--- config.mk ---
export PLATFORM = sky130hd
export DESIGN_NAME = cache_ctrl
export DESIGN_NICKNAME = d
export VERILOG_FILES = /design/src/rtl/cache_ctrl.sv
export SDC_FILE = /design/constraint.sdc
export NUM_CORES = 1
export LEC_CHECK = 0
export ABC_AREA = 0
export CAP_MARGIN = 0
export CORE_MARGIN = 3
export CORE_UTILIZATION = 35
export DETAILED_ROUTE_END_ITERATION = 7
export HOLD_SLACK_MARGIN = 0.06
export PLACE_DENSITY = 0.7
export SYNTH_ARGS = -nofsm -noshare
export SYNTH_HDL_FRONTEND = slang
export SYNTH_SLANG_ARGS = --single-unit
--- constraint.sdc ---
create_clock -name CLK -period 2.3 [get_ports CLK]
set_input_delay 0.23 -clock CLK [delete_from_list [all_inputs] [get_ports CLK]]
set_output_delay 0.23 -clock CLK [all_outputs]
set_load 0.005 [all_outputs]
--- src/rtl/cache_ctrl.sv ---
// Sequencing controller in front of a 32-entry shift-in lookup cache.
// Loads resolve through the lookup or main memory; stores write through and refresh the lookup.
module cache_ctrl #(
  parameter int unsigned TIMEOUT = 255
) (
  input  logic        CLK,
  input  logic        RST,
  input  logic        REQ,
  input  logic        WREN,
  input  logic [31:0] ADDR,
  input  logic [31:0] WDATA,
  output logic [31:0] RDATA,
  output logic        DONE,
  output logic        ERR,
  output logic        BUSY,
  output logic [31:0] LK_ADDR,
  output logic [31:0] LK_DIN,
  output logic        LK_WE,
  input  logic [31:0] LK_DOUT,
  input  logic        LK_FOUND,
  output logic [31:0] MEM_ADDR,
  output logic [31:0] MEM_WDATA,
  output logic        MEM_RE,
  output logic        MEM_WE,
  input  logic [31:0] MEM_RDATA,
  input  logic        MEM_ACK,
  output logic [31:0] HIT_CNT,
  output logic [31:0] MISS_CNT
);

  localparam logic [1:0] S_IDLE   = 2'd0;
  localparam logic [1:0] S_LOOKUP = 2'd1;
  localparam logic [1:0] S_MEM    = 2'd2;
  localparam logic [1:0] S_FILL   = 2'd3;

  localparam int CW = $clog2(TIMEOUT + 1);

  logic [1:0]    state_q, state_d;
  logic [31:0]   addr_q, addr_d;
  logic [31:0]   data_q, data_d;
  logic [31:0]   fill_q, fill_d;
  logic [31:0]   rdata_q, rdata_d;
  logic [31:0]   hit_q, hit_d;
  logic [31:0]   miss_q, miss_d;
  logic          wren_q, wren_d;
  logic          done_q, done_d;
  logic          err_q, err_d;
  logic [CW-1:0] wait_q, wait_d;

  // Next-state logic; DONE/ERR are registered so they appear in the following IDLE cycle.
  always_comb begin
    state_d = state_q;
    addr_d  = addr_q;
    data_d  = data_q;
    fill_d  = fill_q;
    rdata_d = rdata_q;
    hit_d   = hit_q;
    miss_d  = miss_q;
    wren_d  = wren_q;
    wait_d  = wait_q;
    done_d  = 1'b0;
    err_d   = 1'b0;
    case (state_q)
      S_IDLE: begin
        if (REQ) begin
          addr_d  = ADDR;
          data_d  = WDATA;
          wren_d  = WREN;
          state_d = S_LOOKUP;
        end
      end
      S_LOOKUP: begin
        wait_d = '0;
        if (!wren_q && LK_FOUND) begin
          rdata_d = LK_DOUT;
          if (hit_q != 32'hFFFF_FFFF) hit_d = hit_q + 32'd1;
          done_d  = 1'b1;
          state_d = S_IDLE;
        end else begin
          if (!wren_q && miss_q != 32'hFFFF_FFFF) miss_d = miss_q + 32'd1;
          state_d = S_MEM;
        end
      end
      S_MEM: begin
        if (MEM_ACK) begin
          if (!wren_q) begin
            rdata_d = MEM_RDATA;
            fill_d  = MEM_RDATA;
          end else begin
            fill_d  = data_q;
          end
          state_d = S_FILL;
        end else if (wait_q == CW'(TIMEOUT - 1)) begin
          done_d  = 1'b1;
          err_d   = 1'b1;
          state_d = S_IDLE;
        end else begin
          wait_d = wait_q + 1'b1;
        end
      end
      S_FILL: begin
        done_d  = 1'b1;
        state_d = S_IDLE;
      end
      default: state_d = S_IDLE;
    endcase
  end

  always_ff @(posedge CLK) begin
    if (RST) begin
      state_q <= S_IDLE;
      addr_q  <= '0;
      data_q  <= '0;
      fill_q  <= '0;
      rdata_q <= '0;
      hit_q   <= '0;
      miss_q  <= '0;
      wren_q  <= 1'b0;
      wait_q  <= '0;
      done_q  <= 1'b0;
      err_q   <= 1'b0;
    end else begin
      state_q <= state_d;
      addr_q  <= addr_d;
      data_q  <= data_d;
      fill_q  <= fill_d;
      rdata_q <= rdata_d;
      hit_q   <= hit_d;
      miss_q  <= miss_d;
      wren_q  <= wren_d;
      wait_q  <= wait_d;
      done_q  <= done_d;
      err_q   <= err_d;
    end
  end

  // Memory requests are levels derived from state, so a timeout or reset drops them at once.
  assign RDATA     = rdata_q;
  assign DONE      = done_q;
  assign ERR       = err_q;
  assign BUSY      = (state_q != S_IDLE);
  assign LK_ADDR   = addr_q;
  assign LK_DIN    = fill_q;
  assign LK_WE     = (state_q == S_FILL);
  assign MEM_ADDR  = addr_q;
  assign MEM_WDATA = data_q;
  assign MEM_RE    = (state_q == S_MEM) && !wren_q;
  assign MEM_WE    = (state_q == S_MEM) && wren_q;
  assign HIT_CNT   = hit_q;
  assign MISS_CNT  = miss_q;

endmodule

==> flow_summary_export.csv, run 1 <==
group,metric,value,unit
run_status,status,"finished clean",
critical_path,cp.required,2.07,ns
clocking,cts_buffer_depth,3,
logic_synthesis,yosysWarnings,0,
clocking,clock_latency,0.51,ns
timing,fmax,450.9,MHz
floorplan,die_x,167.2,microns
timing,hold_violations,0,
logic_synthesis,synth_area_leaders,"dfxtp_1 (45%), mux2i_1 (7.2%), nand2_1 (6.5%)",
floorplan,die_h,167.2,microns
clocking,cts_max_level,1,
logic_synthesis,synth_edf_count,0,
logic_synthesis,synth.cells.most_frequent,"dfxtp_1 (205), nand2_1 (157), a21oi_1 (113), nor2_1 (102), a211oi_1 (68)",
timing,finalMaxSlewViolations,0,
logic_synthesis,synth-xor-area-share,2.118,%
route,vias_per_cell,5.119,
final_layout,drive_gt1_share,7.893,%
critical_path,rr_worst_depth,7,
placement,io_buffers,363,
power,powerDensity,682.7,nW/um^2
critical_path,r2r_end,"MISS_CNT[31]",
clocking,ctsHoldBuffers,0,
critical_path,endpoint,"MEM_WE",
logic_synthesis,syn_nets,1210,
route,wire_per_inst,17.28,microns
clocking,cts_setup_buffers,0,
critical_path,cp_max_fo,38,
job,maxCapViolCount,0,
timing,setup_viol,0,
floorplan,rows,58,
logic_synthesis,synthFlopType,"dfxtp_1",
clocking,numCtsBuffers,24,
timing,worst_pin_slew,0.5209,ns
logic_synthesis,avgSynthCellArea,8.526,sq um
placement,hpwl,21.95,mm
global_routing,met1_usage,25.63,%
logic_synthesis,synth_most_common_cell,"dfxtp_1",
worst_hold_path,hold_path.class,"in2reg",
final_layout,design_area,14010,sq um
power,ir_drop,417.3,uV
logic_synthesis,yosysUniqueCellTypes,57,
route,drt_pass1_iterations,5,
route,dr.first_iter.drc_count,560,
clocking,clk_pin_slew_worst_paths,0.06,ns
logic_synthesis,synthSimpleGateAreaFrac,21.40,%
critical_path,crit_type,"reg2out",
global_routing,grt_usage,20.48,%
global_routing,antenna_found_initial,1,
critical_path,reg2reg_setup_slack,0.17,ns
logic_synthesis,muxShareOfSynthArea,7.523,%
global_routing,grt_pass1_wl,47.55,mm
timing,finalCriticalPeriod,2.218,ns
floorplan,die_area,27960,sq um
final_layout,area_growth,53.95,%
timing,rsz0062_at_grt,"yes",
placement,dpl-instance-area,13080,sq um
global_routing,grt_overflow,0,
critical_path,arrival,1.99,ns
route,post-route-drc-count,0,
placement,place_congestion,0.8354,
floorplan,core,25400,sq um
logic_synthesis,synth_top_family_by_area,"simple AND/OR/NAND/NOR gates",
final_layout,num-fill-cells,2337,
logic_synthesis,netlist_instances,1067,
logic_synthesis,synth_compound_area_share,16.37,%
timing,finalHoldWorstSlack,0.1323,ns
global_routing,use_met3,5.217,%
timing,finalClockSkew,0.01014,ns
floorplan,initial_utilization,35.82,%
power,power.leakage,0.004724,uW
floorplan,pin_count,364,
clocking,cts_tree,"built",
critical_path,setup.worst_path.end_class,"output pin",
timing,min_period_over_period,96.43,%
route,ant_nets,0,
logic_synthesis,yosysTopAreaCell,"dfxtp_1",
route,wl,30.24,mm
global_routing,grtUsageMet2,35.95,%
critical_path,worstReg2RegStart,"state_q[1]",
critical_path,worstSetupStartpoint,"wren_q",
logic_synthesis,synthArstFlopShare,0,%
global_routing,grt_pass1_vias,8764,
timing,slew_headroom,65.27,%
critical_path,setup.worst_path.start_class,"register",
logic_synthesis,netlist.area_leader.share,45.11,%
timing,tns,0,ns
route,vias,8959,
final_layout,finalNetCount,1544,
global_routing,grt-busiest-layer,"met2",
logic_synthesis,synth-seq-cells,205,
logic_synthesis,yosys.area_share.adder,1.238,%
logic_synthesis,synth_area,9097,sq um
clocking,root_buffer,"clkbuf_16",
clocking,cts_sinks,205,
final_layout,final_util,55.14,%
logic_synthesis,seq_area_frac_synth,45.11,%
global_routing,grt_max_degree,66,
## worst min path at each step
stage,start,cells after the start,to
4_1_cts,RST,2,ERR
3_5_place_dp,MEM_WDATA[16],2,MEM_WDATA[16]
3_3_place_gp,LK_ADDR[19],2,LK_ADDR[19]
6_report,RST,2,MISS_CNT[28]
5_1_grt,RST,2,MISS_CNT[28]
2_1_floorplan,WDATA[0],2,MEM_WDATA[0]
## layer usage
metal / routed length (microns) / share of wire, % / vias to the layer above
met2: 14960 / 49 / 306
met3: 2142 / 7.1 / 37
met4: 505 / 1.7 / 0
li1: - / - / 4428
met5: 0 / 0 / -
met1: 12630 / 42 / 4188
## kinds of logic (layout without fill, tap and decap cells)
logic type,count (synthesis),in the layout
buf+inv,115,467
flops,205,205
mux,68,68
fa+ha+maj,9,9
other cells,0,1
xor+xnor,22,22
compound gates,244,244
simple gates,404,404
## registers in the layout, indices dropped and copies added, names as in the netlist
register and count:
state_q 2, DONE 1, LK_ADDR 32, wait_q 8
ERR 1, MEM_WDATA 32, MISS_CNT 32, wren_q 1
HIT_CNT 32, LK_DIN 32, RDATA 32
## critical path: stages, from the launching register on
cell and delay [ns]:
dfxtp_2 0.38, buf_8 0.37, and2_1 0.19, clkdlybuf4s50_1 0.54
## through the flow
stage	cells	worst slack [ns]	total power, uW
floorplan	1067	0.1350	4525
global placement	1705	0.05397	5385
detailed placement	1705	0.01896	5408
CTS	1749	0.01588	9672
global route	1750	-0.0007692	9945
finish	1750	0.08222	9562
## placed cells by master, fill, tap and decap left out, types with 4 or more instances in the layout
cell type / count
clkinv_2: 5
buf_4: 34
o31ai_1: 7
nand3_1: 21
xor2_1: 5
or3_1: 38
dfxtp_1: 204
inv_1: 16
nor3_1: 9
xnor2_1: 17
and3_1: 5
bufinv_16: 5
a21oi_1: 113
nand2_1: 156
or4_1: 7
o21ai_0: 39
buf_12: 8
clkbuf_8: 5
mux2i_1: 65
clkbuf_16: 25
a211oi_1: 68
clkdlybuf4s50_1: 362
and4_1: 12
ha_1: 8
nor2_1: 101
or2_2: 4
nand4_1: 27
## timing repair
item                                    CTS  global route
cloned                                    0             0
resized for setup                         2             3
pin swaps                                 0             1
endpoints found under the setup margin    2             9
## report_power, final
group	leakage, uW	switching (uW)	total [uW]	internal [uW]
logic	0.00261	637	1460	824
registers	0.00167	125	3860	3740
clock network	0.000444	1530	4240	2710
## cell type report
cell class | count | area [sq um] | share of cell area (%)
diodes | 1 | 2.502 | 0.01787
clock buffers | 33 | 705.7 | 5.038
clock inverters | 11 | 186.4 | 1.331
inverters | 17 | 63.81 | 0.4556
multi-input cells | 747 | 4464 | 31.87
flip-flops and latches | 205 | 4105 | 29.31
well taps | 330 | 412.9 | 2.948
repair buffers | 406 | 4065 | 29.02
Note: power is estimated with default switching activity, not from simulation.
==> run 2, diff against run 1 <==
Settings changed: HOLD_SLACK_MARGIN 0.06 to 0.03.
==> results of run 2 <==
No change in the layout: final DEF, timing and power equal those of run 1.
==> run 3, diff against run 2 <==
Settings changed: PLACE_DENSITY 0.7 to 0.67, SLEW_MARGIN from default to 10.
Clock period 2.3 ns to 2.72 ns, I/O delays scaled along.
==> run 3 against run 2 <==
Compared with the run above:
- die area stayed put
- via count is 1.7% lower
- worst setup slack better by 0.13 ns
- sequential share of layout area is 0.48 points higher
- non-clock buffer count is 21 lower
- final cell count is 1.2% lower
- sequential power is 15% lower
- clock skew is 0.0027 ns lower
- design area is 1.6% lower
- largest power group unchanged
==> flow_summary_export.csv, run 3 (same netlist as run 1, synthesis figures left out) <==
group,metric,value,unit
run_status,status,"finished clean",
route,ant_nets,0,
clocking,numCtsBuffers,24,
clocking,cts_setup_buffers,0,
worst_hold_path,hold_path.class,"in2reg",
global_routing,grt_overflow,0,
timing,slew_headroom,51.20,%
timing,finalMaxSlewViolations,0,
clocking,clock_latency,0.51,ns
global_routing,antenna_found_initial,1,
floorplan,die_x,167.2,microns
timing,finalClockSkew,0.007416,ns
global_routing,grt_pass1_vias,8483,
clocking,cts_max_level,1,
placement,hpwl,21.52,mm
global_routing,grt_pass1_wl,46.85,mm
critical_path,cp.required,2.45,ns
critical_path,crit_type,"reg2out",
timing,rsz0062_at_grt,"no",
timing,finalCriticalPeriod,2.512,ns
final_layout,finalNetCount,1523,
clocking,root_buffer,"clkbuf_16",
route,post-route-drc-count,0,
timing,fmax,398.1,MHz
floorplan,core,25400,sq um
final_layout,final_cell_mix,"clkdlybuf4s50_1 (362), dfxtp_1 (204), nand2_1 (156)",
final_layout,drive_gt1_share,6.366,%
critical_path,rr_worst_depth,7,
route,wire_per_inst,17.35,microns
timing,worst_pin_slew,0.7320,ns
critical_path,cp_max_fo,37,
route,drt_pass1_iterations,4,
route,wl,30.00,mm
critical_path,setup.worst_path.start_class,"register",
route,vias,8804,
critical_path,worstReg2RegStart,"state_q[1]",
clocking,cts_resized,0,
final_layout,area_growth,51.45,%
placement,io_buffers,363,
placement,dp.cells,1684,
final_layout,design_area,13780,sq um
clocking,ctsHoldBuffers,0,
route,vias_per_cell,5.092,
final_layout,fin_cells,1729,
final_layout,mostFrequentLayoutCell,"clkdlybuf4s50_1",
job,maxCapViolCount,0,
floorplan,pin_count,364,
placement,place_congestion,0.8477,
clocking,cts_sinks,205,
floorplan,die_area,27960,sq um
clocking,cts_tree,"built",
clocking,cts_buffer_depth,3,
power,power.leakage,0.004588,uW
floorplan,die_h,167.2,microns
floorplan,initial_utilization,35.82,%
timing,setup_viol,0,
final_layout,num-fill-cells,2352,
final_layout,final_util,54.25,%
timing,hold_violations,0,
critical_path,arrival,2.24,ns
critical_path,worstSetupStartpoint,"wren_q",
worst_hold_path,whs_path_depth,2,
critical_path,setup.worst_path.end_class,"output pin",
critical_path,endpoint,"MEM_WE",
timing,tns,0,ns
critical_path,reg2reg_setup_slack,0.32,ns
floorplan,rows,58,
placement,dpl-instance-area,12920,sq um
route,dr.first_iter.drc_count,540,
clocking,clk_pin_slew_worst_paths,0.06,ns
timing,min_period_over_period,92.35,%
global_routing,grt_max_degree,90,
global_routing,grt_usage,20.33,%
power,powerDensity,578.1,nW/um^2
power,ir_drop,377.4,uV
critical_path,r2r_end,"MISS_CNT[29]",
run 3: cell types whose count changed in the layout (fill, tap and decap cells not counted), sizes merged:
cell,change
inv,-1
buf,-21
clkinv,+2
clkinvlp,+2
clkbuf,-3
run 3: worst max-delay path: stages (launching register included):
cell and delay (ns):
dfxtp_2 0.38, buf_4 0.61, and2_1 0.22, clkdlybuf4s50_1 0.51
run 3: where the power goes:
group,total (uW),switching (uW),leakage [uW],internal (uW)
Clock,3480,1310,0.000418,2180
Sequential,3270,110,0.00167,3160
Combinational,1210,526,0.00250,686
Total,7970,1940,0.00459,6020
run 3: per-layer routing:
layer	wire length, microns	global-route usage, %	share of wire (%)
met1	12360	24.32	41
met2	14700	35.88	49
met3	2283	5.760	7.6
met4	647	5.514	2.2
met5	0	0	0
run 3: worst min path at each step:
stage,startpoint,to,slack [ns]
floorplan,WDATA[0],MEM_WDATA[0],0.41
CTS,RST,MISS_CNT[3],0.24
detailed placement,LK_ADDR[18],LK_ADDR[18],0.46
global route,RST,MISS_CNT[3],0.28
global placement,LK_ADDR[18],LK_ADDR[18],0.46
finish,RST,MISS_CNT[3],0.26
run 3: stage by stage:
step | power [uW] | hold WS (ns) | setup WS, ns
after floorplan | 3826 | 0.4080 | 0.5550
after global placement | 4538 | 0.4577 | 0.3648
after detailed placement | 4552 | 0.4631 | 0.3051
after CTS | 8074 | 0.2431 | 0.1499
after global routing | 8306 | 0.2813 | 0.09612
final | 7966 | 0.2621 | 0.2080
run 3: layout make-up:
| class | instances | area, sq um | share of cell area (%) |
|---|---|---|---|
| Clock inverter | 14 | 200.2 | 1.453 |
| Clock buffer | 30 | 654.4 | 4.749 |
| Sequential cell | 205 | 4105 | 29.79 |
| Inverter | 17 | 63.81 | 0.4631 |
| Tap cell | 330 | 412.9 | 2.997 |
| Antenna cell | 1 | 2.502 | 0.01816 |
| Timing Repair Buffer | 385 | 3900 | 28.31 |
| Multi-Input combinational cell | 747 | 4439 | 32.22 |
